<file path="config.mk">
export PLATFORM = sky130hd
export DESIGN_NAME = prog_divider
export DESIGN_NICKNAME = d
export VERILOG_FILES = /design/src/rtl/div_pkg.sv /design/src/rtl/prog_divider.sv
export SDC_FILE = /design/constraint.sdc
export NUM_CORES = 1
export LEC_CHECK = 0
export ABC_AREA = 1
export CORE_MARGIN = 4
export CORE_UTILIZATION = 35
export CTS_CLUSTER_DIAMETER = 200
export DETAILED_ROUTE_END_ITERATION = 12
export PLACE_DENSITY_LB_ADDON = 0.3
export SYNTH_ARGS = -nofsm -noshare
export SYNTH_HDL_FRONTEND = slang
export SYNTH_SLANG_ARGS = --single-unit
</file>
<file path="constraint.sdc">
create_clock -name clk -period 2.8 [get_ports clk]
set_input_delay 0.42 -clock clk [delete_from_list [all_inputs] [get_ports clk]]
set_output_delay 0.42 -clock clk [all_outputs]
set_load 0.005 [all_outputs]
</file>
<file path="src/rtl/div_pkg.sv">
// Shared constants and helpers for the programmable tick/tone divider.
package div_pkg;

  localparam logic MODE_PERIODIC = 1'b0;
  localparam logic MODE_ONESHOT  = 1'b1;

  localparam int MIN_PERIOD_DEF = 2;

  function automatic logic [31:0] clamp_period(
    input logic [31:0] value,
    input logic [31:0] min_val
  );
    return (value < min_val) ? min_val : value;
  endfunction

endpackage

</file>
<file path="src/rtl/prog_divider.sv">
// Runtime-programmable tick and square-wave divider with a shadowed
// period register, periodic and one-shot modes.
module prog_divider
  import div_pkg::*;
#(
  parameter int WIDTH          = 25,
  parameter int DEFAULT_PERIOD = 25_000_000,
  parameter int MIN_PERIOD     = MIN_PERIOD_DEF
) (
  input  logic             clk,
  input  logic             rst,
  input  logic             en,
  input  logic             sclr,
  input  logic             mode,
  input  logic             start,
  input  logic [WIDTH-1:0] period_in,
  input  logic             period_valid,
  output logic             period_ready,
  output logic [WIDTH-1:0] period_q,
  output logic             tick,
  output logic             sq_out,
  output logic             busy
);

  localparam int RST_INT =
    (DEFAULT_PERIOD < MIN_PERIOD) ? MIN_PERIOD : DEFAULT_PERIOD;
  localparam logic [WIDTH-1:0] RST_P = WIDTH'(RST_INT);
  localparam logic [WIDTH-1:0] ONE   = WIDTH'(1);

  logic [WIDTH-1:0] cnt_q, cnt_d;
  logic [WIDTH-1:0] per_q, per_d;
  logic [WIDTH-1:0] pend_q, pend_d;
  logic             pending_q, pending_d;
  logic             tick_q, tick_d;
  logic             sq_q, sq_d;
  logic             os_q, os_d;
  logic             mode_q, mode_d;
  logic             busy_q, busy_d;

  logic             run;
  logic             accept;
  logic             wrap;
  logic             at_half;
  logic             start_ok;
  logic [WIDTH-1:0] clamped;
  logic [WIDTH-1:0] last;
  logic [WIDTH-1:0] half;

  assign run      = en & ((mode_q == MODE_PERIODIC) | os_q);
  assign accept   = period_valid & ~pending_q;
  assign clamped  = WIDTH'(clamp_period(32'(period_in), 32'(MIN_PERIOD)));
  assign last     = per_q - ONE;
  assign half     = (per_q >> 1) - ONE;
  assign wrap     = (cnt_q == last);
  assign at_half  = (cnt_q == half);
  assign start_ok = start & (mode == MODE_ONESHOT);

  always_comb begin
    cnt_d     = cnt_q;
    per_d     = per_q;
    pend_d    = pend_q;
    pending_d = pending_q;
    tick_d    = 1'b0;
    sq_d      = sq_q;
    os_d      = os_q;
    mode_d    = mode_q;
    busy_d    = run;

    if (sclr) begin
      cnt_d     = '0;
      sq_d      = 1'b0;
      os_d      = 1'b0;
      pending_d = 1'b0;
      busy_d    = 1'b0;
      mode_d    = mode;
    end else if (run) begin
      if (accept) begin
        pend_d    = clamped;
        pending_d = 1'b1;
      end
      if (wrap) begin
        cnt_d  = '0;
        tick_d = 1'b1;
        // a one-shot run ends low; a periodic one starts the high half
        sq_d   = ~os_q;
        os_d   = 1'b0;
        mode_d = mode;
        if (pending_q) begin
          per_d     = pend_q;
          pending_d = 1'b0;
        end
      end else begin
        cnt_d = cnt_q + ONE;
        if (at_half) begin
          sq_d = 1'b0;
        end
      end
    end else begin
      mode_d = mode;
      if (pending_q) begin
        per_d     = pend_q;
        pending_d = 1'b0;
        cnt_d     = '0;
        sq_d      = 1'b0;
      end else if (accept) begin
        // a load arriving with start goes straight in so the run uses it
        if (start_ok) begin
          per_d = clamped;
        end else begin
          pend_d    = clamped;
          pending_d = 1'b1;
        end
      end
      if (start_ok) begin
        os_d  = 1'b1;
        cnt_d = '0;
        sq_d  = 1'b0;
      end
    end
  end

  always_ff @(posedge clk or negedge rst) begin
    if (!rst) begin
      cnt_q     <= '0;
      per_q     <= RST_P;
      pend_q    <= RST_P;
      pending_q <= 1'b0;
      tick_q    <= 1'b0;
      sq_q      <= 1'b0;
      os_q      <= 1'b0;
      mode_q    <= MODE_PERIODIC;
      busy_q    <= 1'b0;
    end else begin
      cnt_q     <= cnt_d;
      per_q     <= per_d;
      pend_q    <= pend_d;
      pending_q <= pending_d;
      tick_q    <= tick_d;
      sq_q      <= sq_d;
      os_q      <= os_d;
      mode_q    <= mode_d;
      busy_q    <= busy_d;
    end
  end

  assign period_ready = ~pending_q;
  assign period_q     = per_q;
  assign tick         = tick_q;
  assign sq_out       = sq_q;
  assign busy         = busy_q;

endmodule

</file>
Word level (Yosys, flattened, before mapping). Index checks and enable logic that the tools add are counted.

Register bits after elaboration: 81. Bits in latches: 0. Bits in writable memories: 0. Memory bits (read-only): 0. Input port bits: 32. Memories kept: 0.

Add/subtract/negate cells: 3. $mul: 0. Divide/modulo/power cells: 0. Order comparisons: 1. Equality and inequality tests: 8. Shifts and indexed selects: 0. Mux-type cells: 42. Bitwise operators: 8. Reductions and logical operators: 8.

Operator list (number): 25-bit 2-to-1 mux (17); 25-bit == test (2); 25-bit by 1-bit adder with 25-bit output, second input constant (1); 25-bit by 2-bit less-than comparator with 1-bit output, second input constant (1); 1-bit 2-to-1 mux (25); 24-bit by 1-bit subtractor with 25-bit output, second input constant (1); 25-bit by 1-bit subtractor with 25-bit output, second input constant (1); 5-bit AND reduction (1); 2-bit by 1-bit != test with 1-bit output, second input constant (2); 2-bit != test, second input constant (2); 4-bit by 2-bit != test with 1-bit output, second input constant (1); 1-bit NOT (4); 2-bit AND reduction (2); 4-bit AND reduction (1); 2-bit nonzero test (2); 4-bit nonzero test (1); 1-bit bitwise AND (3); 3-bit by 2-bit != test with 1-bit output, second input constant (1); 3-bit nonzero test (1); 1-bit OR (1).

Logic depth before layout (Yosys ltp). Gate-level depths: netlist of the first run.

Depth after elaboration: 7. Depth in mapped cells: 20.

Least setup slack after synthesis of the first run. Ideal clock, no wire load.

Path type: register to register. Start point: register per_q[1] (netlist: period_q[1]). End point: register per_q[8] (netlist: period_q[8]). Setup time: 0.117 ns. Data arrival time: 2.242 ns. Required time: 2.683 ns. Slack: 0.441 ns. Cell stages (with the launch flop): 21. Buffers on the path: 1. Path through: dfrtp_1 inv_1 ha_1 inv_1 nor2_1 nand2_1 nor2_1 nand2_1 nand2_1 nand2_1 nor2_1 nand2_1 nor2_2 nand2_1 nor2_2 nand3_2 nand2_4 nand2_4 buf_6 nand2_1 nand2_1.

Word-level cells in the longest chain between the ends: 4.

Ends and longest elaborated chain: start: declaration (RTL line prog_divider.sv:31) `logic [WIDTH-1:0] per_q, per_d;`; start signal: assignment (RTL line prog_divider.sv:135) `per_q <= per_d;`; 25-bit by 1-bit subtractor with 25-bit output (RTL line prog_divider.sv:52) `assign last = per_q - ONE;`; 25-bit == test (RTL line prog_divider.sv:54) `assign wrap = (cnt_q == last);`; 2-bit by 1-bit != test with 1-bit output (no line); 5-bit AND reduction (no line).

No other way between the ends. A chain may end at the register's enable or synchronous reset.

Worst setup path in the final report of the first run.
Start point: register per_q[7] (netlist: period_q[7]). End point: register per_q[2] (netlist: period_q[2]).

The elaborated chain is that of the path after synthesis.

==> impl_metrics.env, run 1 <==
export IMPL_synth_ff_latch_count=81
export IMPL_wl_per_cell_um=14.96
export IMPL_die_w_um=139.7
export IMPL_swShare_pct=43.12
export IMPL_layout_cells_most_common="nand2_1"
export IMPL_post_route_drc_count=0
export IMPL_cts_sinks=81
export IMPL_first_global_vias=5695
export IMPL_p_comb_share_pct=48.8
export IMPL_p_switching_mw=2.402
export IMPL_setup_tns_ns=0
export IMPL_routabilityCongestion=0.9682
export IMPL_cts_tree="built"
export IMPL_coreArea_mm2=0.01676
export IMPL_synth_area_leaders="dfrtp_1, nand2_1, dfstp_2"
export IMPL_endpoint_kind="register"
export IMPL_hold_class="in2async"
export IMPL_grt_pass1_wl_um=29900
export IMPL_total_power_mw=5.571
export IMPL_via_count=6028
export IMPL_start_util_pct=36.20
export IMPL_cts_htree_levels=3
export IMPL_dieArea_mm2=0.01950
export IMPL_clockRootBuffer="clkbuf_16"
export IMPL_ios=61
export IMPL_dpl_cell_area_mm2=0.007023
export IMPL_yosysTopAreaCellShare_pct=23.51
export IMPL_yosys_warnings=0
export IMPL_via_per_inst=4.941
export IMPL_synth_cells=923
export IMPL_synth_area_per_cell_um2=6.573
export IMPL_hold_viol=0
export IMPL_clkPwrFrac_pct=19.1
export IMPL_yosysTopAreaCell="dfrtp_1"
export IMPL_ys_types=37
export IMPL_status="finished clean"
export IMPL_power_per_cell_area_mw_per_mm2=754.2
export IMPL_critPathLaunchType="register"
export IMPL_syn_to_final_growth_pct=21.76
export IMPL_syn_area_mm2=0.006067
export IMPL_grt_setup_unrepaired="no"
export IMPL_max_vdd_ir_drop_uv=333.8
export IMPL_die_h_um=139.7
export IMPL_grt_start_max_net_pins=51
export IMPL_register_area_mm2=0.002057
export IMPL_clk_path_buf_depth=2
export IMPL_maxSlewHeadroom_pct=55.44
export IMPL_synthesis_nets=958
export IMPL_power_internal_mw=3.169
export IMPL_timing_rr_start="period_q[7]"
export IMPL_multiInputGateArea_mm2=0.003473
export IMPL_fmax_ghz=0.3871
export IMPL_p_seq_share_pct=32.1
export IMPL_insertion_delay_ns=0.34
export IMPL_drt_iter0_drc=541
export IMPL_worst_slew_pin_transition_ns=0.6683
export IMPL_nFillCells=1787
export IMPL_maxCapViolCount=0
export IMPL_stdcell_area_mm2=0.007387
export IMPL_core_rowCount=47
export IMPL_nets=1030
export IMPL_cp_startpoint="period_q[7]"
export IMPL_grt_overflow=0
export IMPL_layout_common_cells="nand2_1, inv_1, nand3_1"
export IMPL_clock_skew_ns=0.007342
export IMPL_layout_drive_gt1_share_pct=10.60
export IMPL_cp_max_fo=26
export IMPL_min_period_ns=2.583
export IMPL_dr_pass1_iters=5
export IMPL_slew_viol_final=0
export IMPL_criticalPathCategory="reg2reg"
export IMPL_drt_antenna_violating_nets=0
export IMPL_timing_final_crit_share_pct=92.26
export IMPL_antenna_cells=0
export IMPL_port_buffers=60
export IMPL_track_usage_pct=18.92
export IMPL_path_clk_slew_ns=0.06
export IMPL_routed_wl_um=18250
export IMPL_p_leak_nw=3.483
export IMPL_antenna_found_initial=0
export IMPL_setup_viol=0
export IMPL_fin_util_pct=44.08
export IMPL_ys_seq_area_share_pct=33.90
export IMPL_worstPathArrival_ns=2.86
export IMPL_crit_required_ns=3.08
export IMPL_cts_buffers=9
export IMPL_post_dp_hpwl_um=14540
worst max-delay path, stage by stage (launching register included):
cell and delay [ns]:
dfrtp_1 0.52, nor2_2 0.26, nand2_2 0.13, nor2_4 0.15, buf_12 0.15, nand3_1 0.08
nand2_1 0.09, nand2_1 0.06, nand2_1 0.07, nand2_1 0.06, nor2_2 0.14, inv_1 0.07
nor2_2 0.13, nand3_2 0.10, nand2_4 0.12, buf_12 0.17, nand3_1 0.12, nand2_1 0.10
power by group through the flow:
stage               registers [mW]  logic, mW  clock network (mW)
floorplan                     1.65       1.74                   0
global placement              1.80       2.57                   0
detailed placement            1.80       2.59                   0
CTS                           1.78       2.60                1.10
global route                  1.82       3.07                1.14
finish                        1.79       2.72                1.06
sequential cells by signal (all words and copies together) (netlist names):
signal,count
tick,1
mode_q,1
os_q,1
pending_q,1
pend_q,25
period_q,25
sq_out,1
busy,1
cnt_q,25
cell usage after synthesis:
cell         n
nor2_2      11
o22ai_1      3
a211oi_1     1
o21ai_0     69
clkbuf_1    19
nor3b_1      1
nand3_2      1
buf_2        5
dfstp_2     24
nand2_1    298
or2_2        2
nor4_1       4
o31ai_1      1
o21bai_1     3
buf_4        2
nand3b_1     5
and2_1       4
inv_1      112
buf_6        4
o2111ai_1    1
o21ai_2      1
clkinv_1     2
and3_1       1
dfrtp_1     57
xnor2_1     18
nor2_1      83
nand2_2      4
xnor3_1      3
inv_2        2
ha_1         3
nand2_4      2
nand4_1     21
nor2_4       3
nand3_1     83
xor2_1      36
nor3_1      13
a21oi_1     21
cell families (layout without fill, tap and decap cells):
kind of cell | count (synthesis) | after routing | synth area share, %
xor gates and xnor gates | 57 | 57 | 8.909
DFF | 81 | 81 | 33.90
AOI/OAI and AO/OA | 100 | 100 | 8.641
and+or+nand+nor | 536 | 536 | 38.17
adders and majority gates | 3 | 3 | 0.6188
buffers and inverters | 146 | 223 | 9.754
stage by stage:
step	hold WS [ns]	std cells	worst slack, ns
2_1_floorplan	0.1244	923	0.4405
3_3_place_gp	0.4680	1199	0.1459
3_5_place_dp	0.4738	1199	0.1384
4_1_cts	0.1349	1215	0.1191
5_1_grt	0.1791	1220	0.007328
6_report	0.1232	1220	0.2169
cell type report:
class | count | share of cell area [%]
Sequential cell | 81 | 27.85
Multi-Input combinational cell | 696 | 47.02
Tap cell | 220 | 3.726
Clock inverter | 5 | 0.4404
Timing Repair Buffer | 91 | 11.92
Clock buffer | 11 | 3.150
Inverter | 116 | 5.894
repair_timing:
item	4_1_cts	5_1_grt
endpoints found under the setup margin	0	54
gates resized for setup	0	14
setup buffers	0	5
hold buffers	0	0
path summary, 6_finish.rpt:
kind,endpoint,slack [ns],cells after the start
min in group clk,pend_q[10],0.48,2
hold / removal,pend_q[2],0.12,1
setup / recovery,period_q[2],0.22,17
max in group asynchronous,period_q[24],2.01,2
setup reg to reg,period_q[2],0.22,17
hold reg to reg,pend_q[10],0.48,2
routing by layer:
layer | global-route usage, % | share of wire (%)
met5 | 0 | 0
met4 | 7.037 | 3.1
met3 | 2.264 | 5.7
met2 | 28.22 | 43
met1 | 28.06 | 49
Note: power is estimated with default switching activity, not from simulation.
==> inputs of run 2 (changes only) <==
--- a/config.mk
+++ b/config.mk
@@ -11,6 +11,7 @@
 export CTS_CLUSTER_DIAMETER = 200
 export DETAILED_ROUTE_END_ITERATION = 12
 export PLACE_DENSITY_LB_ADDON = 0.3
+export SLEW_MARGIN = 10
 export SYNTH_ARGS = -nofsm -noshare
 export SYNTH_HDL_FRONTEND = slang
 export SYNTH_SLANG_ARGS = --single-unit
==> results of run 2 <==
No change in the layout: final DEF, timing and power equal those of run 1.
